### src/rtl/spi_cmd_pkg.sv
// Shared constants, R/W encoding and FSM state type for the SPI command initiator.
package spi_cmd_pkg;

  localparam int DEF_ADDR_WIDTH = 7;
  localparam int DEF_DATA_WIDTH = 24;
  localparam int HDR_BITS       = 1 + DEF_ADDR_WIDTH;
  localparam int FRAME_BITS     = HDR_BITS + DEF_DATA_WIDTH;

  localparam logic RW_WRITE = 1'b1;
  localparam logic RW_READ  = 1'b0;

  typedef enum logic [2:0] {
    ST_IDLE     = 3'd0,
    ST_HDR      = 3'd1,
    ST_RD_WAIT  = 3'd2,
    ST_RD_SHIFT = 3'd3,
    ST_WR_DATA  = 3'd4,
    ST_ISSUE    = 3'd5,
    ST_DRAIN    = 3'd6
  } spi_cmd_state_e;

endpackage

### src/rtl/spi_pin_sync.sv
// Two-flop synchronizers for the SPI pins plus registered edge pulses, all aligned
// so that pulses, cs_n_sync and mosi_sync describe the same clk cycle.
module spi_pin_sync (
  input  logic clk,
  input  logic rst_n,
  input  logic sclk_pin,
  input  logic cs_n_pin,
  input  logic mosi_pin,
  output logic sclk_rise,
  output logic sclk_fall,
  output logic cs_fall,
  output logic cs_rise,
  output logic cs_n_sync,
  output logic mosi_sync
);

  logic [1:0] sclk_meta_r;
  logic [1:0] cs_meta_r;
  logic [1:0] mosi_meta_r;
  logic       sclk_d_r;

  // Synchronize pins and detect edges; CS resets low so a frame already running
  // at reset release never produces a falling edge.
  always_ff @(posedge clk or negedge rst_n) begin
    if (!rst_n) begin
      sclk_meta_r <= 2'b00;
      cs_meta_r   <= 2'b00;
      mosi_meta_r <= 2'b00;
      sclk_d_r    <= 1'b0;
      cs_n_sync   <= 1'b0;
      mosi_sync   <= 1'b0;
      sclk_rise   <= 1'b0;
      sclk_fall   <= 1'b0;
      cs_fall     <= 1'b0;
      cs_rise     <= 1'b0;
    end else begin
      sclk_meta_r <= {sclk_meta_r[0], sclk_pin};
      cs_meta_r   <= {cs_meta_r[0], cs_n_pin};
      mosi_meta_r <= {mosi_meta_r[0], mosi_pin};
      sclk_d_r    <= sclk_meta_r[1];
      cs_n_sync   <= cs_meta_r[1];
      mosi_sync   <= mosi_meta_r[1];
      sclk_rise   <= sclk_meta_r[1] & ~sclk_d_r;
      sclk_fall   <= ~sclk_meta_r[1] & sclk_d_r;
      cs_fall     <= ~cs_meta_r[1] & cs_n_sync;
      cs_rise     <= cs_meta_r[1] & ~cs_n_sync;
    end
  end

endmodule

### src/rtl/spi_cmd_initiator.sv
// SPI-slave front end: decodes R/W + address + data frames into single-beat
// commands and returns read data on MISO within the same frame.
module spi_cmd_initiator
  import spi_cmd_pkg::*;
#(
  parameter int ADDR_WIDTH = DEF_ADDR_WIDTH,
  parameter int DATA_WIDTH = DEF_DATA_WIDTH
) (
  input  logic                  clk,
  input  logic                  rst_n,
  input  logic                  spi_sclk,
  input  logic                  spi_cs_n,
  input  logic                  spi_mosi,
  output logic                  spi_miso,
  output logic                  cmd_valid,
  output logic                  cmd_write,
  output logic [ADDR_WIDTH-1:0] cmd_addr,
  output logic [DATA_WIDTH-1:0] cmd_wdata,
  input  logic                  resp_valid,
  input  logic [DATA_WIDTH-1:0] resp_rdata,
  input  logic                  mem_busy,
  output logic                  frame_err,
  output logic                  resp_late
);

  localparam int HDR_LEN = 1 + ADDR_WIDTH;
  localparam int FRM_LEN = HDR_LEN + DATA_WIDTH;

  logic sclk_rise_s, sclk_fall_s, cs_fall_s, cs_rise_s, cs_n_s, mosi_s;

  spi_pin_sync u_sync (
    .clk       (clk),
    .rst_n     (rst_n),
    .sclk_pin  (spi_sclk),
    .cs_n_pin  (spi_cs_n),
    .mosi_pin  (spi_mosi),
    .sclk_rise (sclk_rise_s),
    .sclk_fall (sclk_fall_s),
    .cs_fall   (cs_fall_s),
    .cs_rise   (cs_rise_s),
    .cs_n_sync (cs_n_s),
    .mosi_sync (mosi_s)
  );

  spi_cmd_state_e        state_r;
  logic [5:0]            bit_cnt_r;
  logic [5:0]            out_cnt_r;
  logic [DATA_WIDTH-2:0] shift_in_r;
  logic [DATA_WIDTH-1:0] shift_out_r;
  logic [ADDR_WIDTH-1:0] pend_addr_r;
  logic [DATA_WIDTH-1:0] pend_wdata_r;
  logic                  issued_r;
  logic [DATA_WIDTH-1:0] shift_nxt_s;

  // Header fields sit in the low bits at the 8th edge; data fills all bits at the 32nd.
  assign shift_nxt_s = {shift_in_r, mosi_s};

  // Frame FSM, bit counting and all registered outputs.
  always_ff @(posedge clk or negedge rst_n) begin
    if (!rst_n) begin
      state_r      <= ST_IDLE;
      bit_cnt_r    <= 6'd0;
      out_cnt_r    <= 6'd0;
      shift_in_r   <= '0;
      shift_out_r  <= '0;
      pend_addr_r  <= '0;
      pend_wdata_r <= '0;
      issued_r     <= 1'b0;
      spi_miso     <= 1'b0;
      cmd_valid    <= 1'b0;
      cmd_write    <= 1'b0;
      cmd_addr     <= '0;
      cmd_wdata    <= '0;
      frame_err    <= 1'b0;
      resp_late    <= 1'b0;
    end else begin
      cmd_valid <= 1'b0;
      frame_err <= 1'b0;
      resp_late <= 1'b0;
      if (cs_n_s) begin
        bit_cnt_r <= 6'd0;
      end else if (sclk_rise_s && bit_cnt_r != 6'(FRM_LEN)) begin
        bit_cnt_r <= bit_cnt_r + 6'd1;
      end
      if (sclk_rise_s) begin
        shift_in_r <= shift_nxt_s[DATA_WIDTH-2:0];
      end
      case (state_r)
        ST_IDLE: begin
          if (cs_fall_s) state_r <= ST_HDR;
        end
        ST_HDR: begin
          if (cs_rise_s) begin
            frame_err <= 1'b1;
            state_r   <= ST_IDLE;
          end else if (sclk_rise_s && bit_cnt_r == 6'(HDR_LEN - 1)) begin
            pend_addr_r <= shift_nxt_s[ADDR_WIDTH-1:0];
            if (shift_nxt_s[ADDR_WIDTH] == RW_WRITE) begin
              state_r <= ST_WR_DATA;
            end else begin
              state_r  <= ST_RD_WAIT;
              issued_r <= !mem_busy;
              if (!mem_busy) begin
                cmd_valid <= 1'b1;
                cmd_write <= RW_READ;
                cmd_addr  <= shift_nxt_s[ADDR_WIDTH-1:0];
                cmd_wdata <= '0;
              end
            end
          end
        end
        ST_WR_DATA: begin
          if (cs_rise_s) begin
            frame_err <= 1'b1;
            state_r   <= ST_IDLE;
          end else if (sclk_rise_s && bit_cnt_r == 6'(FRM_LEN - 1)) begin
            pend_wdata_r <= shift_nxt_s;
            if (!mem_busy) begin
              cmd_valid <= 1'b1;
              cmd_write <= RW_WRITE;
              cmd_addr  <= pend_addr_r;
              cmd_wdata <= shift_nxt_s;
              state_r   <= ST_DRAIN;
            end else begin
              state_r <= ST_ISSUE;
            end
          end
        end
        ST_ISSUE: begin
          // A latched write is committed even if CS_n has already risen.
          if (!mem_busy) begin
            cmd_valid <= 1'b1;
            cmd_write <= RW_WRITE;
            cmd_addr  <= pend_addr_r;
            cmd_wdata <= pend_wdata_r;
            state_r   <= ST_DRAIN;
          end
        end
        ST_RD_WAIT: begin
          if (cs_rise_s) begin
            state_r <= ST_IDLE;
          end else if (sclk_fall_s) begin
            // First data-phase falling edge: data must be on MISO now or never.
            if (issued_r && resp_valid) begin
              spi_miso    <= resp_rdata[DATA_WIDTH-1];
              shift_out_r <= {resp_rdata[DATA_WIDTH-2:0], 1'b0};
            end else begin
              spi_miso    <= 1'b0;
              shift_out_r <= '0;
              resp_late   <= 1'b1;
            end
            out_cnt_r <= 6'd1;
            state_r   <= ST_RD_SHIFT;
          end else if (!issued_r && !mem_busy) begin
            cmd_valid <= 1'b1;
            cmd_write <= RW_READ;
            cmd_addr  <= pend_addr_r;
            cmd_wdata <= '0;
            issued_r  <= 1'b1;
          end else if (issued_r && resp_valid) begin
            shift_out_r <= resp_rdata;
            out_cnt_r   <= 6'd0;
            state_r     <= ST_RD_SHIFT;
          end
        end
        ST_RD_SHIFT: begin
          if (cs_rise_s) begin
            spi_miso <= 1'b0;
            state_r  <= ST_IDLE;
          end else if (sclk_fall_s) begin
            if (out_cnt_r == 6'(DATA_WIDTH)) begin
              spi_miso <= 1'b0;
              state_r  <= ST_DRAIN;
            end else begin
              spi_miso    <= shift_out_r[DATA_WIDTH-1];
              shift_out_r <= {shift_out_r[DATA_WIDTH-2:0], 1'b0};
              out_cnt_r   <= out_cnt_r + 6'd1;
            end
          end
        end
        ST_DRAIN: begin
          if (cs_n_s) state_r <= ST_IDLE;
        end
        default: begin
          spi_miso <= 1'b0;
          state_r  <= ST_IDLE;
        end
      endcase
    end
  end

endmodule
### config.mk
export PLATFORM = sky130hd
export DESIGN_NAME = spi_cmd_initiator
export DESIGN_NICKNAME = d
export VERILOG_FILES = /design/src/rtl/spi_cmd_pkg.sv /design/src/rtl/spi_pin_sync.sv /design/src/rtl/spi_cmd_initiator.sv
export SDC_FILE = /design/constraint.sdc
export NUM_CORES = 1
export LEC_CHECK = 0
export ABC_AREA = 0
export CAP_MARGIN = 0
export CELL_PAD_IN_SITES_DETAIL_PLACEMENT = 0
export CELL_PAD_IN_SITES_GLOBAL_PLACEMENT = 1
export CORE_MARGIN = 3
export CORE_UTILIZATION = 40
export DETAILED_ROUTE_END_ITERATION = 10
export PLACE_DENSITY = 0.75
export SYNTH_ARGS = -nofsm -noshare
export SYNTH_HDL_FRONTEND = slang
export SYNTH_SLANG_ARGS = --single-unit
### constraint.sdc
create_clock -name clk -period 2.15 [get_ports clk]
set_input_delay 0.5375 -clock clk [delete_from_list [all_inputs] [get_ports clk]]
set_output_delay 0.5375 -clock clk [all_outputs]
set_load 0.05 [all_outputs]
=== Word-level counts from Yosys, hierarchy flattened ===
Cells that the tools add are included.

* Bits in registers: 143
* Word-level logic and storage cells: 194

* Add/subtract/negate cells: 2
* Eq/ne operators: 35
* Multiplexer cells: 100
* Bitwise logic cells: 10
* Reduce and logical (&&, ||, !) cells: 22

{| class="wikitable"
|+ Operators by type and width
! cell !! number
|-
| $mux 24 || 19
|-
| $pmux 24 s4 || 1
|-
| $mux 7 || 10
|-
| $mux 6 || 9
|-
| $pmux 24 s2 || 1
|-
| $mux 3 || 15
|-
| $mux 1 || 37
|-
| $pmux 7 s4 || 1
|-
| $ne 2x2->1 const B || 13
|-
| $pmux 3 s7 || 1
|-
| $ne 3x2->1 const B || 5
|-
| $reduce_and 7->1 || 2
|-
| $add 6x1->6 const B || 2
|-
| $eq 6x5->1 const B || 2
|-
| $pmux 6 s2 || 1
|-
| $reduce_and 12->1 || 1
|-
| $reduce_and 10->1 || 1
|-
| $eq 3x3->1 const B || 3
|-
| $reduce_and 9->1 || 1
|-
| $ne 2x1->1 const B || 4
|-
| $ne 4x2->1 const B || 2
|-
| $pmux 1 s4 || 2
|-
| $eq 3x2->1 const B || 2
|-
| $eq 6x3->1 const B || 1
|-
| 17 further kinds || 33
|}

=== Longest topological paths before layout ===
Gate-level depths: netlist (run 1).

* Depth after elaboration: 6
* Mapped depth: 8

=== Modules after synthesis ===
Synthesis (run 1) repeated with hierarchy kept, for this count alone.

* Cells, all modules: 560
* Area total of the unflattened synthesis: 6331.1 um2

{| class="wikitable"
|+ Modules (own cells, without submodules)
! module !! instances !! cells an instance !! area each (um2) !! seq. area each (um2)
|-
| spi_cmd_initiator || 1 || 543 || 5970.7 || 3253.1
|-
| spi_pin_sync || 1 || 17 || 360.3 || 325.3
|}

=== Least setup slack after synthesis (run 1) ===
No wires, ideal clock.

* Path type: flip-flop to flip-flop
* Start point: reg bit_cnt_r[0]
* End point: reg cmd_write
* Library setup time: 0.133 ns
* Arrival time: 1.849 ns
* Required time: 2.017 ns
* Setup slack: 0.168 ns
* Stages on the path, launching flop included: 9
* Buffers on the path: 2
* Clock period less this slack: 1.982 ns
* Path through: dfrtp_1 -> ha_1 -> nand4b_1 -> nor4b_4 -> a22oi_2 -> buf_2 -> buf_2 -> nand3_1 -> o31ai_2

* Longest elaborated chain between the ends: 4
* Elaborated cells between the ends (all ways): 7
* Those cells by class: eq/ne (4); reduce/logical (3)

{| class="wikitable"
|+ Ends and longest elaborated chain
! item !! line !! text
|-
| start, declared || spi_cmd_initiator.sv:46 || <nowiki>logic [5:0] bit_cnt_r;</nowiki>
|-
| start signal, assigned || spi_cmd_initiator.sv:83 || <nowiki>bit_cnt_r <= bit_cnt_r + 6'd1;</nowiki>
|-
| $eq 6x5->1 or $eq 6x3->1 (tied branches) || spi_cmd_initiator.sv:116, spi_cmd_initiator.sv:96 ||
|-
| $logic_and 1x1->1 (on tied branches) || spi_cmd_initiator.sv:116, spi_cmd_initiator.sv:96 ||
|-
| $ne 2x2->1 (no line) || - ||
|-
| $reduce_and 10->1 (no line) * || - ||
|-
| end signal, assigned || spi_cmd_initiator.sv:105 || <nowiki>cmd_write <= RW_READ;</nowiki>
|-
| end signal, assigned || spi_cmd_initiator.sv:120 || <nowiki>cmd_write <= RW_WRITE;</nowiki>
|-
| end signal, assigned || spi_cmd_initiator.sv:133 || <nowiki>cmd_write <= RW_WRITE;</nowiki>
|-
| end, declared || spi_cmd_initiator.sv:16 || <nowiki>output logic cmd_write,</nowiki>
|}

Mark *: on every way between the ends. The rest lies on a longest branch, timed or not.
A chain may end at the register's enable or synchronous reset.

=== Worst setup path after layout (run 1) ===
* Start point: reg cmd_addr[0]
* End point: out cmd_addr[0]

{| class="wikitable"
|+ RTL lines
! item !! line !! text
|-
| start, declared || spi_cmd_initiator.sv:17 || <nowiki>output logic [ADDR_WIDTH-1:0] cmd_addr,</nowiki>
|-
| start signal, assigned || spi_cmd_initiator.sv:106 || <nowiki>cmd_addr <= shift_nxt_s[ADDR_WIDTH-1:0];</nowiki>
|-
| start signal, assigned || spi_cmd_initiator.sv:121 || <nowiki>cmd_addr <= pend_addr_r;</nowiki>
|-
| start signal, assigned || spi_cmd_initiator.sv:134 || <nowiki>cmd_addr <= pend_addr_r;</nowiki>
|}

No word-level cell between the ends.

==> results.md, run 1 <==
- Commonest cells after routing, fill and taps aside: 143 x dfrtp_1, 82 x nand2_1, 55 x o21ai_0
- Endpoints failing hold: 0
- CP cell instances: clkdlybuf4s50_1
- DIE HEIGHT: ~130 um
- Placed insts: roughly 850
- GRT Util Overall: 0.174
- Post-synthesis cell count: roughly 580
- Critical Path Sink Type: output pin
- Vias per Instance: roughly 5.3
- Clk slew on worst S/H paths: 60 ps
- I/O Buffers: 66
- Fillers: between 1000 and 1500
- Final worst path period need: 2110 ps
- # Max-Cap Violations: 0
- Worst VDD drop: between 800 and 900 uV
- Setup TNS: 0 ps
- Setup CP Type: register to output pin
- Final Cycle Share: 0.980
- Post-Layout Cell Count: between 800 and 900
- Per-cell routed wire length: approximately 16 um
- Startpoint type of the worst setup path: register
- Largest stage delay, worst path: ~800 ps
- Worst slew margin: 0.660
- Critical Path RT: between 1500 and 2000 ps
- Pwr Density: 1310 nW/um^2
- Max Freq: ~470 MHz
- I/O pin cnt: 67
- Commonest non-fill, non-tap cell in the layout: dfrtp_1
- Post-layout nets: about 700
- Total congestion overflow: 0
- Hpwl dp: 9.29 mm
- Layout cells sized above 1: 0.203
- Peak fanout along the critical path: 2
- Root Buffer: clkbuf_16
- Cts bufs inserted: 17
- DRT Wirelength: between 10 and 15 mm
- Syn_nets: ~600
- Die Span X: roughly 130 um
- Skew-Pair Late Insertion Delay: ~430 ps
- Final ANT Viol Nets: 0
- Clock Skew: 9.47 ps
- Routed vias: ~4700
- Core Region: between 15000 and 20000 sq um
- CP Buf/Inv Count: 1
- Synth Flop Type: dfrtp_1
- Syn Area/Cell: ~11 sq um
- CP top delay family: buffers and inverters
- Vias in the first global route: between 4000 and 5000
- Register area share after synthesis: 0.566
- Max Buffers Root-to-Sink: 2
- Mapped Area: 6320 sq um
- Largest net degree at the start of global routing: 50
- # DRC: 0
- R2R depth: 7
- Hold Path Class: input pin to async pin
- Yosys cell types: 48
- FP Rows: 45
- Slowest library cell on the worst path: clkdlybuf4s50_1
- Initial antenna violation count: 0
- Layout area overhead: 27.4%
- CTS tree: done
- Max-slew violations: 0
- Post-synth EDFFs: 0
- First-pass iteration count of the detailed router: 5
- Cell count along the critical path: 1
- Status: completed
- Least-Margin Pin Slew: roughly 500 ps
- Gpl congestion: between 0.8 and 0.9
- Initial DRC Count: 325
- Final setup viols: 0
- FFs w/ async S/R, synth: 1.00
- Number of synthesized register bits: roughly 140
- RSZ-0062 raised after global routing: false
- YS warnings: 0
- CTS sink count: ~140
- H-tree levels: 4
- WP data arrival: around 1600 ps
- Die area: roughly 17000 sq um
- Antenna diodes: 0
- Initial Util: 0.413
- Leak: 3.89 nW
- First-pass GRT wire length: 24.6 mm
[flip-flops by register name, indices dropped and copies added (netlist names), 3 cells and up]
register,count
out_cnt_r,6
pend_addr_r,7
cmd_addr,7
cmd_wdata,24
bit_cnt_r,6
pend_wdata_r,24
state_r,3
shift_out_r,24
shift_in_r,23
[synthesized netlist by cell type (3+ instances only)]
cell type  count  share of area
a21oi_1       32          0.025
a221oi_1      24          0.033
a22oi_1       25          0.030
a31oi_1        4         0.0040
and3_1         3         0.0030
buf_2          7         0.0055
clkbuf_1      31          0.018
dfrtp_1      143           0.57
ha_1           4         0.0079
inv_1         11         0.0065
mux2_2        54          0.096
mux2i_1        9          0.014
nand2_1       82          0.049
nand3_1       10         0.0079
nor2_1        17          0.010
nor2b_1        4         0.0040
nor3_1         6         0.0048
o211ai_1       4         0.0048
o21ai_0       55          0.044
o21ai_1       10         0.0079
xor2_1         6         0.0083
[path summary, 6_finish.rpt]
kind,from,end,slack (ps)
max,cmd_addr[0],cmd_addr[0],40
max in group asynchronous,rst_n,cmd_wdata[11],1430
min in group clk,u_sync.mosi_meta_r[0],u_sync.mosi_meta_r[1],350
min,rst_n,u_sync.cs_meta_r[0],50
max reg2reg,bit_cnt_r[1],pend_wdata_r[19],140
min reg2reg,u_sync.mosi_meta_r[0],u_sync.mosi_meta_r[1],350
[per-stage QoR]
step,area (sq um),util,setup WS (ps),total power [mW],hold WS (ps)
2_1_floorplan,6320,-,168,6.38,242
3_3_place_gp,7450,0.487,23.3,7.77,333
3_5_place_dp,7450,0.487,30.0,7.86,335
4_1_cts,8000,0.522,3.10,10.7,47.8
5_1_grt,8050,0.525,0.143,11.2,60.7
6_report,8050,0.525,43.9,10.5,48.5
[metal layers]
metal  vias to the layer above  part of all wire  global-route usage
met5                         -                 0                   0
met4                         0             0.011              0.0531
met3                        11             0.041              0.0525
met2                        72              0.49               0.285
met1                      2330              0.46               0.224
li1                       2254                 -                   -
[timing repair]
| item | 4_1_cts | 5_1_grt |
|---|---|---|
| hold buffers | 0 | 0 |
| pin swaps | 0 | 1 |
| gates cloned | 0 | 0 |
| gates resized for setup | 15 | 12 |
| endpoints found under the setup margin | 15 | 42 |
| setup buffers | 0 | 2 |
[report_power, final]
group          switching (mW)  leakage, nW  internal [mW]
sequential              0.499         1.87           3.38
combinational            2.42         1.75           1.38
clock                    1.16        0.273           1.70
total                    4.08         3.89           6.47
[cell type report]
cell class,instances,area (sq um),share of cell area
Inverter,12,45.0,0.00560
Sequential cell,143,3580,0.445
Tap cell,211,264,0.0328
Timing Repair Buffer,106,1050,0.131
Multi-Input combinational cell,382,2540,0.316
Clock buffer,18,429,0.0533
Clock inverter,13,138,0.0171
[cells by family (layout without fill, tap and decap cells)]
family	Yosys count	count (layout)	synth area share
adder cells (fa/ha/maj)	4	4	0.00792
multiplexers	63	63	0.111
AO/OA/AOI/OAI	167	167	0.169
buffers and inverters	53	149	0.0335
XOR/XNOR	8	8	0.0111
flip-flops	143	143	0.566
AND/OR/NAND/NOR	140	140	0.102
Note: power is estimated with default switching activity, not from simulation.
==> inputs of run 2 (changes only) <==
- PLACE_DENSITY: 0.75 -> not set
- PLACE_DENSITY_LB_ADDON: not set -> 0.1
- SYNTH_HIERARCHICAL: not set -> 1
==> run 2 against run 1 <==
Die area up 0.21%. Routed wire length rose by 0.95%. Design area shrank 0.14%. Sequential share of layout area rose by 0.062 points. Cell count down 3.1%. Critical endpoint is now cmd_wdata[10].
==> results.md, run 2 <==
- Status: completed
- CTS tree: done
- Setup CP Type: register to output pin
- Xor and xnor fraction of the mapped netlist area: 0.00692 (-0.00417)
- Gpl congestion: 0.874 (+6.1%)
- # Max-Cap Violations: 0 (unchanged)
- Largest registers: cmd_wdata: 24 flops, pend_wdata_r: 24 flops, shift_out_r: 24 flops
- Initial Util: 0.412 (-0.000616)
- I/O pin cnt: 67 (unchanged)
- Placed insts: 827 (-2.9%)
- Leak: 3.76 nW (-3.3%)
- Post-synth EDFFs: 0 (unchanged)
- CP Buf/Inv Count: 1 (unchanged)
- Clk slew on worst S/H paths: 60 ps (about the same)
- Register area share after synthesis: 0.565 (-0.00123)
- Worst slew margin: 0.657 (-0.00338)
- Vias per Instance: 5.41 (+2.7%)
- Most common cell in the synthesized netlist: dfrtp_1
- YS warnings: 6 (+6)
- RSZ-0062 raised after global routing: false
- Synth Area in Adders: 0.00791 (-0.0000172)
- Largest area contributor in the netlist: dfrtp_1
- Commonest cells after routing, fill and taps aside: 143 x dfrtp_1, 83 x o21ai_0, 56 x mux2_2
- FFs w/ async S/R, synth: 1.00 (unchanged)
- Switching share of power: 0.345 (-0.0423)
- Cts bufs inserted: 17 (unchanged)
- Final setup viols: 0 (unchanged)
- Layout cells sized above 1: 0.213 (+0.0100)
- Top cells by area, synth: dfrtp_1 57%, mux2_2 10%, o21ai_0 6.6%, a221o_1 3.5%, nand3_1 3.0%
- Final worst path period need: 2110 ps (+7.19 ps)
- Post-synthesis cell count: 560 (-3.1%)
- Max Freq: 473 MHz (-0.34%)
- Gate power share: 0.305 (-0.055)
- Total Power: 9.48 mW (-10%)
- Synth Flop Type: dfrtp_1
- Routed vias: 4646 (-0.45%)
- Largest family of logic cells by synthesized area: compound AO/OA/AOI/OAI gates
- Syn Area/Cell: 11.3 sq um (+3.4%)
- Multiplexer share of the synthesized area: 0.114 (+0.00332)
- First-pass GRT wire length: 24.6 mm (+0.11%)
- Syn_nets: 595 (-2.9%)
- I/O Buffers: 66 (unchanged)
- DRT Wirelength: 14.5 mm (+0.95%)
- Die area: 17400 sq um (+0.21%)
- Largest net degree at the start of global routing: 56 (+12%)
- Max Buffers Root-to-Sink: 2 (unchanged)
- Critical Path RT: 1610 ps (about the same)
- Critical Path Sink Type: output pin
- CP top delay family: buffers and inverters
- Hpwl dp: 9.59 mm (+3.2%)
- Yosys cell types: 49 (+2.1%)
- Total congestion overflow: 0 (unchanged)
- Die Span X: 132 um (+0.11%)
- Post-layout nets: 671 (-3.7%)
- Post-place setup slack: -43.0 ps (-73.0 ps)
- Setup slack after layout: 36.7 ps (-7.19 ps)
- Sw Pwr: 3.27 mW (-20%)
- Vias in the first global route: 4717 (-1.3%)
- Initial antenna violation count: 0 (unchanged)
- Slowest library cell on the worst path: clkdlybuf4s50_1
- DIE HEIGHT: 132 um (+0.11%)
- WP data arrival: 1580 ps (about the same)
- Antenna diodes: 0 (unchanged)
- Final Cycle Share: 0.983 (+0.00334)
- Clock Skew: 9.16 ps (-0.318 ps)
- Clock Power Share: 0.309 (+0.037)
- GRT Util Overall: 0.174 (about the same)
- P_int: 6.21 mW (-3.9%)
- Core Region: 15400 sq um (+0.37%)
- Layout area overhead: 26.9%
- Max-slew violations: 0 (unchanged)
- Number of synthesized register bits: 143 (unchanged)
- Initial DRC Count: 264 (-19%)
- Reg power frac: 0.386 (+0.018)
- Complex-gate fraction of the synthesized area: 0.170 (+0.00102)
- Root Buffer: clkbuf_16
- # DRC: 0 (unchanged)
- Synth cell count leaders: 143 x dfrtp_1, 83 x o21ai_0, 56 x mux2_2
- Post-Layout Cell Count: 858 (-3.1%)
- CTS sink count: 143 (unchanged)
- H-tree levels: 4 (unchanged)
- Worst VDD drop: 708 uV (-16%)
- FP Rows: 45 (unchanged)
- Endpoints failing hold: 0 (unchanged)
- Mapped Area: 6330 sq um (+0.22%)
- Commonest non-fill, non-tap cell in the layout: dfrtp_1
- Peak fanout along the critical path: 2 (unchanged)
- Startpoint type of the worst setup path: register
- Per-cell routed wire length: 16.9 um (+4.1%)
- Yosys top cell area share: 0.565 (-0.00123)
- Synth Area in Simple Gates: 0.103 (+0.00176)
- First-pass iteration count of the detailed router: 5 (unchanged)
- Skew-Pair Late Insertion Delay: 410 ps (-20 ps)
- Hold Path Class: input pin to async pin
- Final ANT Viol Nets: 0 (unchanged)
- Least-Margin Pin Slew: 514 ps (+5.06 ps)
- CP cell instances: clkdlybuf4s50_1
- Pwr Density: 1180 nW/um^2 (-10%)
- Largest stage delay, worst path: 810 ps (about the same)
[run 2: cell count changes in the layout (fill, tap and decap cells not counted), sizes merged, moves of 4 or more]
cell	delta
nand2	-44
nand3	+28
a21oi	-25
o21ai	+25
a221o	+22
a221oi	-22
buf	-9
clkdlybuf4s50	+8
dlygate4sd2	-8
inv	-5
and2b	+4
[run 2: worst paths after layout]
kind	cells past startpoint	end	startpoint	slack, ps
max	1	cmd_wdata[10]	cmd_wdata[10]	40
min	1	frame_err	rst_n	40
max reg2reg	6	cmd_addr[0]	state_r[2]	80
min reg2reg	0	u_sync/mosi_meta_r[1]	u_sync/mosi_meta_r[0]	350
max in group asynchronous	2	shift_out_r[1]	rst_n	1470
min in group clk	0	u_sync/mosi_meta_r[1]	u_sync/mosi_meta_r[0]	350
[run 2: timing repair]
action | CTS | global route
buffers inserted | 0 | 1
hold buffers | 0 | 0
pin swaps | 0 | 1
endpoints found under the setup margin | 26 | 57
resized for setup | 8 | 13
[run 2: layer usage]
metal  global-route usage  wire (um)  vias to the layer above  part of all wire
li1                     -          -                     2212                 -
met3               0.0466        594                       13             0.041
met1                0.236       6740                     2330              0.46
met2                0.277       6970                       91              0.48
met5                    0          0                        -                 0
met4               0.0525        196                        0             0.014
[run 2: kinds of logic (layout without fill, tap and decap cells)]
| group | count (synthesis) | after routing |
|---|---|---|
| AOI/OAI and AO/OA | 164 | 164 |
| xor gates and xnor gates | 5 | 5 |
| adders and majority gates | 4 | 4 |
| buffers and inverters | 51 | 138 |
| DFF | 143 | 143 |
| muxes | 65 | 65 |
| and+or+nand+nor | 128 | 128 |
[run 2: layout make-up]
class / instances / area [sq um]
Multi-Input combinational cell: 366 / 2570
Clock buffer: 20 / 447
Inverter: 10 / 37.5
Timing Repair Buffer: 98 / 997
Fill cell: 1377 / 7330
Tap cell: 211 / 264
Clock inverter: 10 / 139
Sequential cell: 143 / 3580
[run 2: power by group through the flow]
stage	Combinational, mW	Clock (mW)	Sequential [mW]
finish	2.89	2.93	3.66
global route	3.20	3.12	3.73
CTS	2.94	3.00	3.66
detailed placement	2.96	0	3.69
global placement	2.92	0	3.68
floorplan	1.56	0	3.97
[run 2: per-stage QoR]
step,util,hold WS [ps],setup TNS (ps),area (sq um)
2_1_floorplan,-,242,0,6330
3_3_place_gp,0.482,337,-30.8,7410
3_5_place_dp,0.482,336,-653,7410
4_1_cts,0.520,41.0,0,8000
5_1_grt,0.523,62.5,0,8040
6_report,0.523,42.1,0,8040
[run 2: worst register-to-register path, delay by kind of cell (launching register included)]
family                 cells  cell delay [ps]
AND/OR/NAND/NOR            3             1100
flip-flops                 1              430
AO/OA/AOI/OAI              2              300
buffers and inverters      1              160
